**config.mk**
```make
export PLATFORM = sky130hd
export DESIGN_NAME = regfile_clear_ctrl
export DESIGN_NICKNAME = d
export VERILOG_FILES = /design/src/rtl/regfile_clear_ctrl.sv
export SDC_FILE = /design/constraint.sdc
export NUM_CORES = 1
export LEC_CHECK = 0
export CAP_MARGIN = 30
export CORE_MARGIN = 4
export CORE_UTILIZATION = 31
export CTS_BUF_LIST = sky130_fd_sc_hd__clkbuf_8
export CTS_CLUSTER_SIZE = 8
export DETAILED_ROUTE_END_ITERATION = 10
export PLACE_DENSITY = 0.85
export SLEW_MARGIN = 15
export SYNTH_ARGS = -nofsm -noshare
export SYNTH_HDL_FRONTEND = slang
export SYNTH_SLANG_ARGS = --single-unit
```
**constraint.sdc**
```tcl
create_clock -name clk -period 3.75 [get_ports clk]
set_input_delay 0.9375 -clock clk [delete_from_list [all_inputs] [get_ports clk]]
set_output_delay 0.9375 -clock clk [all_outputs]
set_load 0.02 [all_outputs]
```
**src/rtl/regfile_clear_ctrl.sv**
```systemverilog
// Register-file clear sequencer and write-port arbiter: sweeps FIRST_ADDR..last writing
// CLEAR_VALUE while stalling the CPU, otherwise passes the CPU write port straight through.
module regfile_clear_ctrl #(
    parameter int                        ADDR_WIDTH     = 5,
    parameter int                        DATA_WIDTH     = 32,
    parameter int                        FIRST_ADDR     = 1,
    parameter logic [DATA_WIDTH-1:0]     CLEAR_VALUE    = '0,
    parameter int                        CLEAR_ON_RESET = 1
) (
    input  logic                  clk,
    input  logic                  reset_n,
    input  logic                  clear_req,
    input  logic                  cpu_reg_write,
    input  logic [ADDR_WIDTH-1:0] cpu_write_addr,
    input  logic [DATA_WIDTH-1:0] cpu_write_data,
    output logic                  rf_reg_write,
    output logic [ADDR_WIDTH-1:0] rf_write_addr,
    output logic [DATA_WIDTH-1:0] rf_write_data,
    output logic                  cpu_stall,
    output logic                  busy,
    output logic                  done
);

    // state | meaning
    // IDLE  | CPU owns the write port
    // CLEAR | one clear write per cycle, CPU stalled
    // DONE  | single-cycle completion pulse, CPU owns the port again
    typedef enum logic [1:0] {
        S_IDLE  = 2'd0,
        S_CLEAR = 2'd1,
        S_DONE  = 2'd2
    } state_t;

    localparam logic [ADDR_WIDTH-1:0] FIRST = ADDR_WIDTH'(FIRST_ADDR);
    localparam logic [ADDR_WIDTH-1:0] LAST  = '1;
    localparam logic                  STALL_IN_RESET = (CLEAR_ON_RESET != 0);

    state_t                  state, state_next;
    logic [ADDR_WIDTH-1:0]   cnt, cnt_next;

    always_ff @(posedge clk or negedge reset_n) begin
        if (!reset_n) begin
            state <= STALL_IN_RESET ? S_CLEAR : S_IDLE;
            cnt   <= FIRST;
        end else begin
            state <= state_next;
            cnt   <= cnt_next;
        end
    end

    always_comb begin
        state_next = state;
        cnt_next   = cnt;
        case (state)
            S_IDLE: begin
                if (clear_req) begin
                    state_next = S_CLEAR;
                    cnt_next   = FIRST;
                end
            end
            S_CLEAR: begin
                // Counter holds at LAST so it can never wrap past the top address.
                if (cnt == LAST) begin
                    state_next = S_DONE;
                end else begin
                    cnt_next = cnt + ADDR_WIDTH'(1);
                end
            end
            S_DONE: begin
                if (clear_req) begin
                    state_next = S_CLEAR;
                    cnt_next   = FIRST;
                end else begin
                    state_next = S_IDLE;
                end
            end
            default: begin
                state_next = S_IDLE;
                cnt_next   = FIRST;
            end
        endcase
    end

    always_comb begin
        rf_reg_write  = cpu_reg_write;
        rf_write_addr = cpu_write_addr;
        rf_write_data = cpu_write_data;
        cpu_stall     = 1'b0;
        busy          = 1'b0;
        done          = 1'b0;
        case (state)
            S_CLEAR: begin
                rf_reg_write  = 1'b1;
                rf_write_addr = cnt;
                rf_write_data = CLEAR_VALUE;
                cpu_stall     = 1'b1;
                busy          = 1'b1;
            end
            S_DONE: done = 1'b1;
            default: ;
        endcase
        // Reset gates the port immediately so an aborted sweep stops writing at once.
        if (!reset_n) begin
            rf_reg_write  = 1'b0;
            rf_write_addr = '0;
            rf_write_data = '0;
            done          = 1'b0;
            cpu_stall     = STALL_IN_RESET;
            busy          = STALL_IN_RESET;
        end
    end

endmodule

```
==> metrics.cfg, run 1 <==
[layout]
final_common_cell = clkdlybuf4s50_1
layout_common_cells = 81 x clkdlybuf4s50_1, 33 x and3_1, 13 x nand2_1
diodes = 0
area_growth_pct = 111.6
filler_cell_count = 198
nets = 216
drive_above_1_share_pct = 5.814
utilization_pct = 70.70

[drt]
vias_per_cell = 4.895
vias = 979
first_iter_violations = 34
drt_drc_violations_left = 0
post_drt_wl_per_cell_microns = 17.14
drt_wl_total_mm = 3.427
final_antenna_net_count = 0
drt_pass1_iterations = 4

[sta]
tightest_slew_ps = 368.8
tns_ps = 0
rsz0062_at_grt = no
whs_ps = 544.5
period_share_pct = 92.96
fmax_mhz = 286.9
drv_slew = 0
fin_ws_ps = 264.1
slew_headroom_pct = 75.40
period_minus_slack_ps = 3486
timing_hold_violations_final = 0
final-setup-viol-count = 0
skew_ps = 4.369

[worst_hold_path]
min-delay-start = cnt[4]
min_path_type = flop to flop

[setup_path]
r2r_start = cnt[0]
path_buf_inv = 3
cp_slowest_stage_delay_ps = 650
crit_start = reset_n
worstSetupEndpointType = primary output
crit_family = buffers and inverters
crit_slowest_cell = clkdlybuf4s50_1
path_cells = clkdlybuf4s50_1 -> buf_12 -> a21boi_0 -> clkdlybuf4s50_1
critPathMaxFanout = 47
crit_arrival_ps = 2550
cp.required_ps = 2810
cpMostUsedCell = clkdlybuf4s50_1
worst-setup-path-type = input pin to primary output
cp-start-kind = input pin

[power]
finalPower_mw = 0.6368
power.leakage_nw = 0.7436
powerDensity_nw_per_um2 = 399.5
ir_drop_v = 0.0004651

[floorplan]
ioPinCount = 82
die_h_microns = 57.29
core.rowCount = 17
core_area_sq_um = 2255
fp.dieW_microns = 57.29
die_area_sq_um = 3282
start_util_pct = 33.41

[yosys]
ys_seq_elements = 7
avgSynthCellArea_sq_um = 7.686
yosys_warnings = 0
ys_types = 26
synthXorXnorAreaFrac_pct = 2.326
syn-num-nets = 141
syn_inst = 98
synth_area_sq_um = 753.2
muxShareOfSynthArea_pct = 2.658
synthAdderAreaFrac_pct = 3.322
synth_top_family_by_area = simple AND/OR/NAND/NOR gates
synth_simple_gate_area_share_pct = 44.35
synth-compound-area-share_pct = 12.46
synth-seq-area-share_pct = 23.59

[global_route]
grt_start_max_net_pins = 48
grt-ovfl-total = 0
grt_pass1_wl_mm = 5.071
grt_pass1_vias = 892
antenna_found_initial = 0
grt_use_total_pct = 21.03

[cts]
ctsHoldBuffers = 0
cts_tree = yes
ctsResizeCount = 0
clkTransAtPathRegs_ps = 40
postCtsSetupBuffers = 0
clock_latency_ps = 230
clk_path_buf_depth = 2
numCtsBuffers = 3
cts_sinks = 7
htreeDepth = 1
cts_root_buf = clkbuf_8

[flow_run]
maxCapViolCount = 0

[placement]
pre_cts_ws_ps = 261.9
place.gp.congestion = 0.7971
dpl.hpwl_mm = 2.772
io_buffers = 81

[outcome]
status = finished clean

-- metal layers --
layer | GRT usage, % | share of wire, % | wire (microns)
met4 | 11.92 | 3.9 | 133
met1 | 20.03 | 34 | 1174
met3 | 6.109 | 4.4 | 150
met2 | 39.64 | 57 | 1968
met5 | 0 | 0 | 0
-- stage by stage --
step / cell area (sq um) / std cells
5_1_grt: 1594 / 200
3_5_place_dp: 1549 / 196
3_3_place_gp: 1549 / 196
6_report: 1594 / 200
2_1_floorplan: 753.2 / 98
4_1_cts: 1594 / 200
-- registers in the layout, summed over array words and instances (netlist names) --
register,cells
cnt,5
state,2
-- final timing paths --
kind	cells after the start	to	slack, ps
setup / recovery	4	rf_write_addr[3]	260
hold / removal	2	cnt[4]	540
setup reg to reg	6	cnt[2]	1780
hold reg to reg	2	cnt[4]	540
max in group asynchronous	2	state[0]	2430
min in group asynchronous	2	cnt[1]	1090
-- logic make-up (layout without fill, tap and decap cells) --
family	count (synthesis)	after routing
multiplexers	2	2
adder cells (fa/ha/maj)	2	2
AO/OA/AOI/OAI	14	14
AND/OR/NAND/NOR	55	55
buffers and inverters	16	90
flip-flops	7	7
XOR/XNOR	2	2
-- report_power, final --
part	internal [mW]	switching, mW	total, mW	leakage, nW
sequential	0.111	0.0477	0.159	0.0852
clock	0.0708	0.0330	0.104	0.0269
combinational	0.189	0.185	0.374	0.632
-- worst reg2reg max path: stages (launching register included) --
cell	delay, ps
dfstp_2	590
ha_1	180
and3_1	160
ha_1	340
and2b_2	270
xnor2_1	160
o32ai_1	120
-- cells in the mapped netlist, drive strengths merged --
library cell | count | share of area [%]
o22ai | 1 | 0.83
o32ai | 2 | 2.3
o21ai | 4 | 2.7
inv | 4 | 2.0
a21boi | 5 | 5.0
dfrtp | 5 | 17
nor2 | 3 | 1.5
xnor2 | 2 | 2.3
nand2 | 13 | 6.5
mux2i | 2 | 2.7
clkbuf | 7 | 3.7
o21a | 1 | 1.0
nand2b | 1 | 1.8
or3 | 1 | 0.83
and2 | 1 | 1.0
buf | 5 | 5.6
dfstp | 2 | 7.0
and2b | 2 | 2.2
nand4b | 1 | 3.2
a21oi | 1 | 0.66
ha | 2 | 3.3
and3 | 33 | 27
-- layout make-up --
cell class              count  area [sq um]  area share, %
inverters                   4         15.01         0.9419
repair buffers             82         830.8          52.12
well taps                  28         35.03          2.198
clock buffers               3         41.29          2.590
flip-flops and latches      7         177.7          11.15
multi-input cells          75         490.5          30.77
clock inverters             1         3.754         0.2355
Power figures use the tool's default switching activity.
==> run 2: changes to the inputs <==
--- a/config.mk
+++ b/config.mk
@@ -5,14 +5,14 @@
 export SDC_FILE = /design/constraint.sdc
 export NUM_CORES = 1
 export LEC_CHECK = 0
+export ABC_AREA = 1
 export CAP_MARGIN = 30
 export CORE_MARGIN = 4
-export CORE_UTILIZATION = 31
+export CORE_UTILIZATION = 30
 export CTS_BUF_LIST = sky130_fd_sc_hd__clkbuf_8
 export CTS_CLUSTER_SIZE = 8
 export DETAILED_ROUTE_END_ITERATION = 10
-export PLACE_DENSITY = 0.85
-export SLEW_MARGIN = 15
+export PLACE_DENSITY_LB_ADDON = 0.2
 export SYNTH_ARGS = -nofsm -noshare
 export SYNTH_HDL_FRONTEND = slang
 export SYNTH_SLANG_ARGS = --single-unit
==> metrics.cfg, run 2 <==
[cts]
numCtsBuffers = 3  ; unchanged
clkTransAtPathRegs_ps = 40  ; about the same
ctsResizeCount = 0  ; unchanged
ctsHoldBuffers = 0  ; unchanged
postCtsSetupBuffers = 0  ; unchanged
htreeDepth = 1  ; unchanged
cts_tree = yes
cts_sinks = 7  ; unchanged
clk_path_buf_depth = 2  ; unchanged
cts_root_buf = clkbuf_8
clock_latency_ps = 220  ; about the same

[sta]
timing_hold_violations_final = 0  ; unchanged
final-setup-viol-count = 0  ; unchanged
fmax_mhz = 292.0  ; +1.8%
tns_ps = 0  ; unchanged
slew_headroom_pct = 81.81  ; +6.4 points
tightest_slew_ps = 272.9  ; -95.93 ps
fin_ws_ps = 324.8  ; +60.65 ps
period_share_pct = 91.34  ; -1.6 points
drv_slew = 0  ; unchanged
period_minus_slack_ps = 3425  ; -60.65 ps
skew_ps = 1.217  ; -3.152 ps
whs_ps = 517.9  ; -26.61 ps
rsz0062_at_grt = no

[yosys]
syn_inst = 127  ; +30%
synth_area_sq_um = 724.4  ; -3.8%
ys_types = 20  ; -23%
synth-seq-area-share_pct = 24.53  ; +0.94 points
synthTopCellsByCount = 42 x nor2_1, 37 x inv_1, 11 x nand2_1
synthFlopType = dfrtp_1
syn-num-nets = 170  ; +21%
ys_seq_elements = 7  ; unchanged
yosys-top-cells-area = nor2_1 22%, inv_1 19%, dfrtp_1 17%
avgSynthCellArea_sq_um = 5.704  ; -26%
yosys_warnings = 0  ; unchanged
async_flop_share_pct = 100.0  ; unchanged
synth_top_cell_by_area = nor2_1
synth_top_area_share_pct = 21.76  ; -5.6 points
synth_edf_count = 0  ; unchanged
yosysMostFrequentCell = nor2_1

[power]
power.leakage_nw = 0.7969  ; +7.2%
ir_drop_v = 0.0004326  ; -7.0%
powerDensity_nw_per_um2 = 479.7  ; +20%
finalPower_mw = 0.7689  ; +21%

[floorplan]
fp.dieW_microns = 57.14  ; -0.26%
core.rowCount = 17  ; unchanged
die_h_microns = 57.14  ; -0.26%
start_util_pct = 32.13  ; -1.3 points
core_area_sq_um = 2255  ; unchanged
ioPinCount = 82  ; unchanged
die_area_sq_um = 3265  ; -0.52%

[layout]
utilization_pct = 71.09  ; +0.39 points
fin_cells = 237  ; +19%
postLayoutCellArea_sq_um = 1603  ; +0.55%
final_common_cell = clkdlybuf4s50_1
area_growth_pct = 121.2
nets = 253  ; +17%
reg_top3 = cnt: 5 flops, state: 2 flops
top_register = cnt
layout_common_cells = 81 x clkdlybuf4s50_1, 42 x nor2_1, 37 x inv_1
filler_cell_count = 181  ; -8.6%
diodes = 0  ; unchanged
drive_above_1_share_pct = 7.656  ; +1.8 points
largest_reg_flops = 5  ; unchanged

[setup_path]
r2r_start = cnt[0]
cp.required_ps = 2810  ; about the same
cp-start-kind = input pin
rrSetupSlack_ps = 2050  ; +270 ps
critPathMaxFanout = 34  ; -28%
regToRegEndpoint = cnt[3]
crit_arrival_ps = 2490  ; -60 ps
worst-setup-path-type = input pin to primary output
worstRegToRegCells = 7  ; +1
worstSetupEndpointType = primary output

[global_route]
grt_pass1_vias = 968  ; +8.5%
grt_use_total_pct = 17.75  ; -3.3 points
grt_pass1_wl_mm = 4.560  ; -10%
grt_start_max_net_pins = 35  ; -27%
antenna_found_initial = 0  ; unchanged
grt-ovfl-total = 0  ; unchanged

[drt]
first_iter_violations = 43  ; +26%
vias_per_cell = 4.190  ; -14%
drt_wl_total_mm = 2.887  ; -16%
post_drt_wl_per_cell_microns = 12.18  ; -29%
drt_drc_violations_left = 0  ; unchanged
drt_pass1_iterations = 4  ; unchanged
final_antenna_net_count = 0  ; unchanged
vias = 993  ; +1.4%

[outcome]
status = finished clean

[placement]
place_inst = 233  ; +19%
io_buffers = 81  ; unchanged
pre_cts_ws_ps = 311.9  ; +50.02 ps
dpl.hpwl_mm = 2.496  ; -10%
post_dp_cell_area_sq_um = 1556  ; +0.48%
place.gp.congestion = 0.8985  ; +13%

[flow_run]
maxCapViolCount = 0  ; unchanged

[worst_hold_path]
min_path_type = flop to flop
worstHoldPathCells = 2  ; unchanged
holdPathEnd = cnt[4]
min-delay-start = cnt[4]

==> run 2: cell families (layout without fill, tap and decap cells) <==
| family | count (synthesis) | after routing | synth area share (%) |
|---|---|---|---|
| AOI/OAI and AO/OA | 10 | 10 | 8.979 |
| DFF | 7 | 7 | 24.52 |
| and+or+nand+nor | 65 | 65 | 37.48 |
| buffers and inverters | 43 | 125 | 25.56 |
| adders and majority gates | 2 | 2 | 3.454 |
==> run 2: final cells by class <==
type | count | area, sq um | area share, %
Clock inverter | 1 | 5.005 | 0.3123
Tap cell | 28 | 35.03 | 2.186
Clock buffer | 3 | 41.29 | 2.576
Sequential cell | 7 | 177.7 | 11.09
Multi-Input combinational cell | 77 | 361.6 | 22.56
Inverter | 38 | 143.9 | 8.977
Timing Repair Buffer | 83 | 838.3 | 52.30
==> run 2: worst max path at each step <==
stage / from / to / depth (start not counted)
3_5_place_dp: reset_n / rf_write_data[24] / 5
3_3_place_gp: reset_n / rf_write_data[5] / 5
2_1_floorplan: reset_n / rf_write_data[22] / 3
4_1_cts: reset_n / rf_write_data[24] / 5
5_1_grt: reset_n / rf_write_data[17] / 5
6_report: reset_n / rf_write_data[24] / 5
==> run 2: power breakdown <==
part | total [mW] | switching, mW | internal (mW)
Sequential | 0.156 | 0.0398 | 0.117
Clock | 0.102 | 0.0305 | 0.0717
Combinational | 0.510 | 0.270 | 0.240
==> run 2: worst max-delay path: stages <==
cell and delay (ps):
clkdlybuf4s50_1 550, nand2_2 90, buf_12 170, nor2_1 110, clkdlybuf4s50_1 620
==> run 2: layer usage <==
layer  track usage, %  wire (microns)  vias to the layer above
li1                 -               -                      526
met3            3.167             287                        8
met2            31.16            1324                       52
met1            20.49            1201                      407
met5                0               0                        -
met4            8.940              73                        0
